$ cat config.mk
export PLATFORM = sky130hd
export DESIGN_NAME = serial_tx_arbiter
export DESIGN_NICKNAME = d
export VERILOG_FILES = /design/src/rtl/serial_tx_arbiter.sv
export SDC_FILE = /design/constraint.sdc
export NUM_CORES = 1
export LEC_CHECK = 0
export ABC_AREA = 1
export CAP_MARGIN = 20
export CORE_MARGIN = 2
export CORE_UTILIZATION = 47
export DETAILED_ROUTE_END_ITERATION = 12
export HOLD_SLACK_MARGIN = 0.08
export PLACE_DENSITY_LB_ADDON = 0.15
export SLEW_MARGIN = 0
export SYNTH_ARGS = -nofsm -noshare
export SYNTH_HDL_FRONTEND = slang
export SYNTH_SLANG_ARGS = --single-unit
$ cat constraint.sdc
create_clock -name CLK -period 4 [get_ports CLK]
set_input_delay 0.8 -clock CLK [delete_from_list [all_inputs] [get_ports CLK]]
set_output_delay 0.8 -clock CLK [all_outputs]
set_load 0.01 [all_outputs]
$ cat src/rtl/serial_tx_arbiter.sv
// Round-robin, message-locked arbiter feeding a depth-1 transmit slot.
// The slot reloads in the same cycle it is dequeued, sustaining one word per cycle.
module serial_tx_arbiter #(
    parameter int NREQ = 4,
    parameter int DW   = 8,
    parameter int SW   = 2
) (
    input  logic               CLK,
    input  logic               RST_N,
    input  logic               CLR,
    input  logic [NREQ-1:0]    REQ_VALID,
    input  logic [NREQ-1:0]    REQ_LAST,
    input  logic [NREQ*DW-1:0] REQ_DATA,
    output logic [NREQ-1:0]    REQ_ACK,
    output logic               OUT_EMPTY_N,
    output logic [DW-1:0]      OUT_DATA,
    output logic [SW-1:0]      OUT_SRC,
    output logic               OUT_LAST,
    input  logic               OUT_DEQ,
    output logic               BUSY
);

    typedef enum logic {IDLE, LOCKED} state_t;

    state_t          state;
    logic [SW-1:0]   rr_ptr;
    logic [SW-1:0]   owner;
    logic            vld_p0;

    logic            space;
    logic            found;
    logic            accept;
    logic [SW-1:0]   winner;
    logic [SW-1:0]   grant;
    logic [NREQ-1:0] ack;

    // Modulo-NREQ increment so non-power-of-two client counts wrap correctly.
    function automatic logic [SW-1:0] wrap_inc(input logic [SW-1:0] i);
        if (int'(i) == NREQ - 1)
            return '0;
        else
            return i + 1'b1;
    endfunction

    always_comb begin
        int idx;
        idx    = 0;
        found  = 1'b0;
        winner = '0;
        for (int k = 0; k < NREQ; k++) begin
            idx = int'(rr_ptr) + k;
            if (idx >= NREQ)
                idx = idx - NREQ;
            if (!found && REQ_VALID[idx]) begin
                found  = 1'b1;
                winner = SW'(idx);
            end
        end
    end

    // OUT_DEQ feeds straight through to REQ_ACK so a full slot can be refilled in the dequeue cycle.
    always_comb begin
        space  = !vld_p0 || OUT_DEQ;
        grant  = (state == LOCKED) ? owner : winner;
        accept = 1'b0;
        if (RST_N && !CLR && space) begin
            if (state == LOCKED)
                accept = REQ_VALID[owner];
            else
                accept = found;
        end
        ack = '0;
        if (accept)
            ack[grant] = 1'b1;
    end

    assign REQ_ACK     = ack;
    assign BUSY        = RST_N && (state == LOCKED);
    assign OUT_EMPTY_N = vld_p0;

    always_ff @(posedge CLK) begin
        if (!RST_N) begin
            vld_p0   <= 1'b0;
            OUT_DATA <= '0;
            OUT_SRC  <= '0;
            OUT_LAST <= 1'b0;
            state    <= IDLE;
            rr_ptr   <= '0;
            owner    <= '0;
        end else if (CLR) begin
            // Slot contents are kept; only the valid flag and arbitration state are dropped.
            vld_p0 <= 1'b0;
            state  <= IDLE;
            rr_ptr <= '0;
            owner  <= '0;
        end else begin
            if (accept) begin
                vld_p0   <= 1'b1;
                OUT_DATA <= REQ_DATA[grant*DW +: DW];
                OUT_SRC  <= grant;
                OUT_LAST <= REQ_LAST[grant];
                if (REQ_LAST[grant]) begin
                    state  <= IDLE;
                    rr_ptr <= wrap_inc(grant);
                end else begin
                    state <= LOCKED;
                    owner <= grant;
                end
            end else if (OUT_DEQ) begin
                vld_p0 <= 1'b0;
            end
        end
    end

`ifndef SYNTHESIS
    always_ff @(posedge CLK) begin
        if (RST_N && !CLR && OUT_DEQ && !vld_p0)
            $warning("dequeue from empty");
    end
`endif

endmodule

Yosys cells after proc, flatten, opt, wreduce, memory -nomap -nowiden --
Cells that the tools add are included.
Word-level totals: register bits 17, bits of input ports 44, output and inout bits 17, logic and storage cells 87
Cells by class: add/subtract/negate cells 8, magnitude comparators 11, eq/ne operators 1, shifts and indexed selects 1, multiplexer cells 38, bitwise operators 3, reduce and logical (&&, ||, !) cells 18
Operators by type and width (number):
- 32-bit by 4-bit < comparator with 1-bit output, second input constant | 4
- 32-bit two-way mux | 4
- 32-bit by 6-bit variable part select with 8-bit output | 1
- 1-bit two-way mux | 20
- 1-bit binary-select mux with 2-bit select | 6
- 2-bit two-way mux | 6
- 3-bit by 3-bit subtractor with 4-bit output, second input constant | 3
- 3-bit greater-or-equal comparator, second input constant | 3
- 1-bit logical AND | 7
- 2-bit by 2-bit adder with 3-bit output, second input constant | 2
- 2-bit by 3-bit < comparator with 1-bit output, second input constant | 2
- 2-bit AND reduction | 3
- 1-bit logical NOT | 5
- 4-bit two-way mux | 1
- 2-bit by 3-bit subtractor with 4-bit output, second input constant | 1
- 2-bit by 1-bit adder with 3-bit output, second input constant | 1
- 2-bit by 3-bit greater-or-equal comparator with 1-bit output, second input constant | 1
- 1-bit NOT | 3
- 2-bit by 1-bit adder with 2-bit output, second input constant | 1
- 1-bit demux with 2-bit select | 1
- 2-bit by 1-bit equality test with 1-bit output, second input constant | 1
- 2-bit by 1-bit greater-or-equal comparator with 1-bit output, second input constant | 1
- 2-bit nonzero test | 1
- 2-bit OR reduction | 1
- 1-bit logical OR | 1

Logic depth before layout (Yosys ltp) --
Gate-level depths: netlist of run 1.
depth after elaboration 21, depth in mapped cells 19, gate-level depth less buffers 17

Worst setup path before layout of run 1 --
No wires, ideal clock.
kind input to output, start in REQ_VALID[3], end out REQ_ACK[1], arrival 2.150 ns, data required time 3.200 ns, setup slack 1.050 ns, stages on the path 15, path buffers 2, cell sequence inv_1 -> nand2_1 -> nand3_1 -> nand2_1 -> inv_2 -> nand3_1 -> nor2_2 -> nor2_4 -> nand2_2 -> buf_6 -> buf_6 -> inv_1 -> ha_1 -> inv_1 -> nor2_1
On the way: longest elaborated chain between the ends 19, elaborated cells on any way between the ends 37, classes of those cells 2 x order compare; 28 x mux; 7 x reduce/logical
RTL lines:
- start: declaration | line 11 | input logic [NREQ-1:0] REQ_VALID,
- 1-bit binary-select mux with 2-bit select | line 54 | if (!found && REQ_VALID[idx]) begin
- 1-bit two-way mux (implied by the code) (2 in series) | line 54
- 1-bit two-way mux | line 54
- 1-bit logical NOT | line 54
- 1-bit logical AND | line 54
- 1-bit two-way mux | line 54
- 1-bit logical NOT | line 54
- 1-bit logical AND | line 54
- [3 not listed]
- 2-bit two-way mux (*) | line 54
- 2-bit two-way mux (*) | line 64 | grant = (state == LOCKED) ? owner : winner;
- via grant[0] | line 34 | logic [SW-1:0] grant;
- 2-bit by 3-bit < comparator with 1-bit output (implied by the code) / 2-bit by 1-bit greater-or-equal comparator with 1-bit output (equally long branches) | line 74 | ack[grant] = 1'b1;
- 1-bit logical AND (implied by the code) | line 74
- 1-bit two-way mux (implied by the code) | line 74
- 1-bit demux with 2-bit select (*) | line 74
- 4-bit two-way mux (*) | line 73 | if (accept)
- end: declaration | line 14 | output logic [NREQ-1:0] REQ_ACK,
The timed path passes the listed nets; every way through them passes the cells marked *. The select of a mux whose other input is x is not followed.

Worst setup path after layout of run 1 --
start in REQ_VALID[3], end out REQ_ACK[2]
On the way: longest elaborated chain between the ends 19, elaborated cells on any way between the ends 37, classes of those cells 2 x order compare; 28 x mux; 7 x reduce/logical
RTL lines (line):
- 1-bit binary-select mux with 2-bit select | 54
- 1-bit two-way mux (implied by the code) (2 in series) | 54
- 1-bit two-way mux | 54
- 1-bit logical NOT | 54
- 1-bit logical AND | 54
- 1-bit two-way mux | 54
- 1-bit logical NOT | 54
- 1-bit logical AND | 54
- [2 not listed]
- 1-bit logical AND | 54
- 2-bit two-way mux | 54
- 2-bit two-way mux | 64
- 2-bit by 3-bit < comparator with 1-bit output (implied by the code) / 2-bit by 1-bit greater-or-equal comparator with 1-bit output (equally long branches) | 74
- 1-bit logical AND (implied by the code) | 74
- 1-bit two-way mux (implied by the code) | 74
- 1-bit demux with 2-bit select | 74
- 4-bit two-way mux (*) | 73
Mark *: on every way between the ends. The rest lies on a longest branch, timed or not. The select of a mux whose other input is x is not followed.

==> results of run 1 <==
==> kinds of logic after synthesis <==
| group | count (synthesis) | synth area share, % |
|---|---|---|
| AOI/OAI and AO/OA | 35 | 13.7 |
| buffers and inverters | 67 | 19.9 |
| adders and majority gates | 4 | 3.21 |
| DFF | 17 | 21.8 |
| and+or+nand+nor | 145 | 41.3 |
==> cell type report <==
cell class                 instances  area (um^2)
tap                               44         55.1
multi-input combinational        184          910
fill                             289          910
inverter                          58          223
timing repair buffer              64          638
clock inverter                     1         5.00
clock buffer                       3         22.5
sequential                        17          340
==> Yosys cell counts, types with 2 or more instances <==
cell	number	area share (%)
sky130_fd_sc_hd__nor2_1	28	6.7
sky130_fd_sc_hd__nand3_1	25	8.0
sky130_fd_sc_hd__o211ai_1	10	4.8
sky130_fd_sc_hd__buf_6	6	4.3
sky130_fd_sc_hd__ha_1	4	3.2
sky130_fd_sc_hd__o21ai_1	7	2.2
sky130_fd_sc_hd__nand3_2	3	1.9
sky130_fd_sc_hd__inv_2	5	1.2
sky130_fd_sc_hd__buf_4	2	0.96
sky130_fd_sc_hd__nor2_2	2	0.80
sky130_fd_sc_hd__nand2_2	8	3.2
sky130_fd_sc_hd__a21oi_2	3	1.7
sky130_fd_sc_hd__o21ai_0	5	1.6
sky130_fd_sc_hd__a21oi_1	9	2.9
sky130_fd_sc_hd__inv_1	52	13
sky130_fd_sc_hd__nand2_1	76	18
sky130_fd_sc_hd__dfxtp_1	17	22
==> stage by stage <==
step           util [%]  hold WS (ns)  cell area [um^2]
2_1_floorplan         -         0.498              1560
3_3_place_gp       69.5         0.477              2160
3_5_place_dp       69.5         0.475              2160
4_1_cts            70.4         0.494              2180
5_1_grt            70.7         0.522              2190
6_report           70.7         0.494              2190
==> worst max-delay path, stage by stage <==
cell and delay (ns):
sky130_fd_sc_hd__clkdlybuf4s50_1 0.44, sky130_fd_sc_hd__inv_1 0.08, sky130_fd_sc_hd__nand2_1 0.08, sky130_fd_sc_hd__nand3_1 0.13
sky130_fd_sc_hd__nand2_1 0.10, sky130_fd_sc_hd__inv_2 0.07, sky130_fd_sc_hd__nand3_1 0.08, sky130_fd_sc_hd__nor2_2 0.16
sky130_fd_sc_hd__nor2_4 0.06, sky130_fd_sc_hd__nand2_2 0.12, sky130_fd_sc_hd__ha_1 0.16, sky130_fd_sc_hd__inv_1 0.04
sky130_fd_sc_hd__nor2_1 0.10, sky130_fd_sc_hd__clkdlybuf4s50_1 0.55
==> metal layers <==
metal  GRT usage (%)  vias to the layer above  part of all wire (%)  routed length [um]
li1                -                      940                     -                   -
met1            29.7                      730                    49                1940
met2            37.1                       48                    44                1750
met3            3.78                        6                   5.9                 235
met4            7.29                        0                   1.3                  52
met5               0                        -                     0                   0
==> power by group <==
part           internal [W]  leakage, nW  switching [W]
combinational      0.000150         1.03       0.000193
sequential         0.000185        0.139      0.0000113
clock             0.0000373       0.0177      0.0000598
==> registers in the layout, indices dropped and copies added (netlist names) <==
name and flops:
OUT_DATA 8, state 1, rr_ptr 2, owner 2, OUT_LAST 1, OUT_SRC 2
OUT_EMPTY_N 1
==> worst paths after layout <==
path	cells after the start	slack (ns)	to	from
setup reg to reg	16	1.46	rr_ptr[1]	rr_ptr[0]
hold reg to reg	2	0.49	OUT_EMPTY_N	OUT_EMPTY_N
setup / recovery	14	0.22	REQ_ACK[2]	REQ_VALID[3]
hold / removal	2	0.49	OUT_EMPTY_N	OUT_EMPTY_N
==> tab_implementation.tex, run 1 <==
\begin{tabular}{lr}
\hline
Metric & Value \\
\hline
\multicolumn{2}{l}{\textbf{Outcome}} \\
\quad Result of the run & finished clean \\
\multicolumn{2}{l}{\textbf{Worst setup path}} \\
\quad Data arrival time of the worst path & 2.98 ns \\
\quad Category of the most critical setup path & in2out \\
\quad Category of the worst setup path launch point & input port \\
\quad Critical Path Sink Type & output pin \\
\quad Crit path required time & 3.20 ns \\
\quad Worst Path Max Fanout & 5 \\
\multicolumn{2}{l}{\textbf{Logic synthesis}} \\
\quad Sequential fraction of the synthesis area & 21.8\% \\
\quad Synth cell types & 23 \\
\quad Number of standard cells after synthesis & 268 \\
\quad Synthesized area divided by synthesized cell count & 5.81 um\^{}2 \\
\quad Yosys warning total & 0 \\
\quad Top\_reg\_cell synth & sky130\_fd\_sc\_hd\_\_dfxtp\_1 \\
\quad Cell area after synthesis & 0.00156 mm\^{}2 \\
\quad Number of storage elements in the synthesis netlist & 17 \\
\quad Number of flops mapped to enable cells by yosys & 0 \\
\quad Fraction of registers with async set/reset & 0\% \\
\quad Syn nets & 316 \\
\multicolumn{2}{l}{\textbf{Clock network}} \\
\quad Total clock buffers created by CTS & 3 \\
\quad Clock-pin transition on the worst setup and hold timing paths & 0.12 ns \\
\quad Clock tree from TritonCTS & done \\
\quad Hold-fix buffers, CTS & 0 \\
\quad Maximum buffer depth of the clock tree & 2 \\
\quad Post-CTS setup buffer count & 0 \\
\quad Clock latency at the later pin of the worst-skew pair & 0.30 ns \\
\quad Master cell of the clock root buffer & sky130\_fd\_sc\_hd\_\_clkbuf\_4 \\
\quad Gates resized, CTS repair & 0 \\
\quad Number of levels in the clock H-tree & 1 \\
\quad Total number of clock tree sinks & 17 \\
\multicolumn{2}{l}{\textbf{Drt}} \\
\quad Residual DRC count & 0 \\
\quad Residual antenna-violating net count after detailed routing & 0 \\
\quad Drt wl/cell & 10.7 um \\
\quad Number of iterations in the first detailed-routing pass & 5 \\
\quad WL final & 3.98 mm \\
\quad Total via count in the routed design & 1724 \\
\quad Routed via count divided by cell count & 4.65 \\
\quad First DRT Iteration DRCs & 93 \\
\multicolumn{2}{l}{\textbf{STA}} \\
\quad Final max-slew violation count & 0 \\
\quad Clock skew after layout & 0.0153 ns \\
\quad Max Clk Rate & 0.265 GHz \\
\quad Final total negative setup slack & 0 ns \\
\quad Minimum setup slack in the final design & 0.221 ns \\
\quad Unrepaired setup endpoints after global routing & no \\
\quad Final min period & 3.78 ns \\
\quad Crit share post-route & 94.5\% \\
\quad Endpoints failing setup & 0 \\
\quad Worst max-slew margin expressed relative to the limit & 69.1\% \\
\quad Final-report hold violation count & 0 \\
\quad Actual transition at the worst max-transition pin & 0.463 ns \\
\multicolumn{2}{l}{\textbf{Finish}} \\
\quad Final \#Nets & 376 \\
\quad Synth-to-Final Area Change & 40.8\% \\
\quad Final antenna diode count & 0 \\
\quad Top library cells by usage in the layout, fill and taps aside & sky130\_fd\_sc\_hd\_\_nand2\_1, sky130\_fd\_sc\_hd\_\_clkdlybuf4s50\_1, sky130\_fd\_sc\_hd\_\_inv\_1 \\
\quad Number of standard cells in the layout, taps in and fillers out & 371 \\
\quad Layout cell share with drive strength beyond 1 & 10.4\% \\
\quad Most common cell after layout, fill and taps aside & sky130\_fd\_sc\_hd\_\_nand2\_1 \\
\multicolumn{2}{l}{\textbf{Floorplan}} \\
\quad Height of the die & 61.6 um \\
\quad Die span in x & 61.6 um \\
\quad I/O pins & 61 \\
\quad Area of the die & 0.00379 mm\^{}2 \\
\quad Area of the core region & 0.00310 mm\^{}2 \\
\quad Rows & 20 \\
\quad Initial Util & 50.2\% \\
\multicolumn{2}{l}{\textbf{Global route}} \\
\quad Number of global-route vias before repair & 1541 \\
\quad Wire length of the first global-routing pass & 6.44 mm \\
\quad Pin count of the biggest net entering global routing & 36 \\
\quad Number of antenna violations at the first check in global routing & 0 \\
\quad Tot GR Track Use & 22.5\% \\
\quad Leftover overflow at the end of global routing & 0 \\
\multicolumn{2}{l}{\textbf{Pwr}} \\
\quad P per Cell Area & 290 mW/mm\^{}2 \\
\quad Total design power & 0.000637 W \\
\quad Leakage power & 1.18 nW \\
\quad Max rail drop VDD & 0.000195 V \\
\multicolumn{2}{l}{\textbf{Placement}} \\
\quad Gpl congestion & 0.923 \\
\quad Port Buf Inserts & 60 \\
\quad Placed Instances & 367 \\
\quad Setup slack after placement & 0.116 ns \\
\quad Post-DP HPWL & 3.12 mm \\
\multicolumn{2}{l}{\textbf{Min path}} \\
\quad Class of the most critical hold timing path & reg2reg \\
\multicolumn{2}{l}{\textbf{Job}} \\
\quad Number of maximum-capacitance violations & 0 \\
\hline
\end{tabular}
Power figures use the tool's default switching activity.
==> run 2, diff against run 1 <==
Settings changed: CAP_MARGIN 20 to 30.
==> results of run 2 <==
Final layout, timing and power as in run 1 (identical DEF).
==> RTL change (config.mk and constraints of run 2) <==
Change the parameter `DW` from 8 to 7.
--- a/src/rtl/serial_tx_arbiter.sv
+++ b/src/rtl/serial_tx_arbiter.sv
@@ -2,7 +2,7 @@
 // The slot reloads in the same cycle it is dequeued, sustaining one word per cycle.
 module serial_tx_arbiter #(
     parameter int NREQ = 4,
-    parameter int DW   = 8,
+    parameter int DW   = 7,
     parameter int SW   = 2
 ) (
     input  logic               CLK,
Ports: changed (resized OUT_DATA and REQ_DATA); port bits go from 61 to 56. No check against the original RTL was run, so the function may have changed too.
==> RTL change against run 2 <==
Total power increased by 5.7%. Synthesized area shrank 5.6%. Cell area is 3.4% lower. Clock power grew 16%. Routed wire length shrank 5.3%. Register-to-register slack improved by 0.08 ns. Worst setup slack improved by 0.24 ns. Sequential cell count shrank 1. Largest cell class unchanged.
==> RTL change: results (changes against run 2) <==
* Clock buffer count from CTS at 3 (unchanged)
* Max stage delay on crit path at 0.44 ns (-0.11 ns)
* Delay-heaviest family, CP: buffers and inverters
* Post-synth top cells: 125 x nand2_1, 40 x inv_1, 26 x nand3_1
* Longest Clk Path Bufs at 2 (unchanged)
* IO buf count at 55 (-8.3%)
* Placed Area at 2040 µm² (-5.5%)
* Hold crit path type: reg2reg
* Largest net degree at the start of global routing at 27 (-25%)
* Predominant post-synthesis flop cell: dfxtp_1
* Post-DP HPWL at 2960 µm (-5.0%)
* First-pass GRT wire length at 6240 µm (-3.1%)
* P_leak at 1.21 nW (+2.5%)
* Cells taking the most area after synthesis: nand2_1 32%, dfxtp_1 22%, inv_1 10%
* VDD IR max at 0.165 mV (-15%)
* WL/cell at 10.3 µm (-4.0%)
* Diodes inserted at 0 (unchanged)
* Clock Pin Slew Worst Setup and Hold Paths at 0.11 ns
* FF-to-FF setup slack at 1.54 ns (+0.08 ns)
* YS warnings at 0 (unchanged)
* Largest Register: OUT_DATA
* Share of layout cells above drive strength 1 at 0.0871 (-0.0169)
* Vias in the first global route at 1499 (-2.7%)
* Total GRT Usage at 0.227 (+0.00177)
* Arr. time, crit path at 2.74 ns (-0.24 ns)
* # fillers at 291 (+0.69%)
* Synth async-reset ratio at 0 (unchanged)
* Synth cell types at 22 (-4.3%)
* Register area share after synthesis at 0.218 (-0.000602)
* CP max FO at 8 (+3)
* Worst slew pin tran at 0.434 ns (-0.0286 ns)
* Skew-Pair Late Insertion Delay at 0.30 ns (about the same)
* CTS root buffer: clkbuf_4
* Clock Skew at 0.0105 ns (-0.00478 ns)
* Internal power at 0.396 mW (+6.5%)
* Outcome: complete, no violations
* H-tree depth at 1 (unchanged)
* Via density at 4.83 (+3.8%)
* TritonRoute pass-1 iters at 4 (-1)
* EDFF count, synth at 0 (unchanged)
* Largest register FFs at 7 (-1)
* GP Congestion at 0.882 (-4.4%)
* Layout Nets at 378 (+0.53%)
* DRT iter0 DRCs at 73 (-22%)
* Syn_nets at 316 (unchanged)
==> RTL change: cell count changes in the layout (fill, tap and decap cells not counted), sizes merged, moves of 6 or more <==
cell,run 2,this run
o211ai,10,3
o21ai,12,5
a21oi,12,6
inv,58,44
nand2,84,127
clkdlybuf4s50,57,51
buf,4,10
==> RTL change: layout make-up <==
class,count,share of cell area
inverters,45,0.0821
multi-input cells,203,0.430
well taps,33,0.0195
clock buffers,4,0.0171
repair buffers,65,0.300
flip-flops and latches,16,0.151
==> RTL change: final timing paths <==
path,cells past startpoint,end,from
setup / recovery,16,REQ_ACK[3],REQ_VALID[3]
hold / removal,2,OUT_EMPTY_N,OUT_EMPTY_N
setup reg to reg,17,OUT_LAST,rr_ptr[0]
hold reg to reg,2,OUT_EMPTY_N,OUT_EMPTY_N
==> RTL change: worst register-to-register path, cell delays in order (launching register included) <==
cell and delay [ns]:
dfxtp_1 0.60, inv_6 0.10, nand2_1 0.11, nand3_1 0.11, nand2_1 0.12, inv_1 0.08
nand3_1 0.09, nor2_2 0.06, nor2_4 0.13, nand2_4 0.09, buf_4 0.14, buf_4 0.17
nand2_1 0.07, nand2_1 0.05, nand2_1 0.07, nand3_1 0.16, o211ai_1 0.15, inv_1 0.05
==> RTL change: logic make-up after synthesis <==
family / synth area share
buf+inv: 0.166
compound gates: 0.0579
flops: 0.218
fa+ha+maj: 0.0340
simple gates: 0.524
==> RTL change: power groups by stage <==
stage               registers [mW]  clock network [mW]  logic (mW)
floorplan                    0.191                   0       0.242
global placement             0.189                   0       0.354
detailed placement           0.189                   0       0.354
CTS                          0.185               0.118       0.356
global route                 0.188               0.122       0.424
finish                       0.185               0.113       0.375
==> RTL change: through the flow <==
stage / worst slack (ns) / cells / util / hold slack [ns] / power, mW
floorplan: 1.14 / 272 / - / 0.460 / 0.433
global placement: 0.116 / 358 / 0.678 / 0.485 / 0.543
detailed placement: 0.0745 / 358 / 0.678 / 0.484 / 0.543
CTS: 0.0706 / 362 / 0.690 / 0.499 / 0.659
global route: 0.291 / 366 / 0.705 / 0.517 / 0.734
finish: 0.463 / 366 / 0.705 / 0.497 / 0.673
==> RTL change: layer usage <==
metal  up-vias  global-route usage  part of all wire
li1        941                   -                 -
met1       776               0.307              0.50
met2        47               0.368              0.44
met3         2              0.0498             0.056
met4         0              0.0476            0.0048
met5         -                   0                 0
==> RTL change: repair_timing <==
item	in CTS	in global routing
setup buffers	0	4
gates resized for setup	0	6
endpoints found under the setup margin	0	4
hold endpoints to repair	0	0
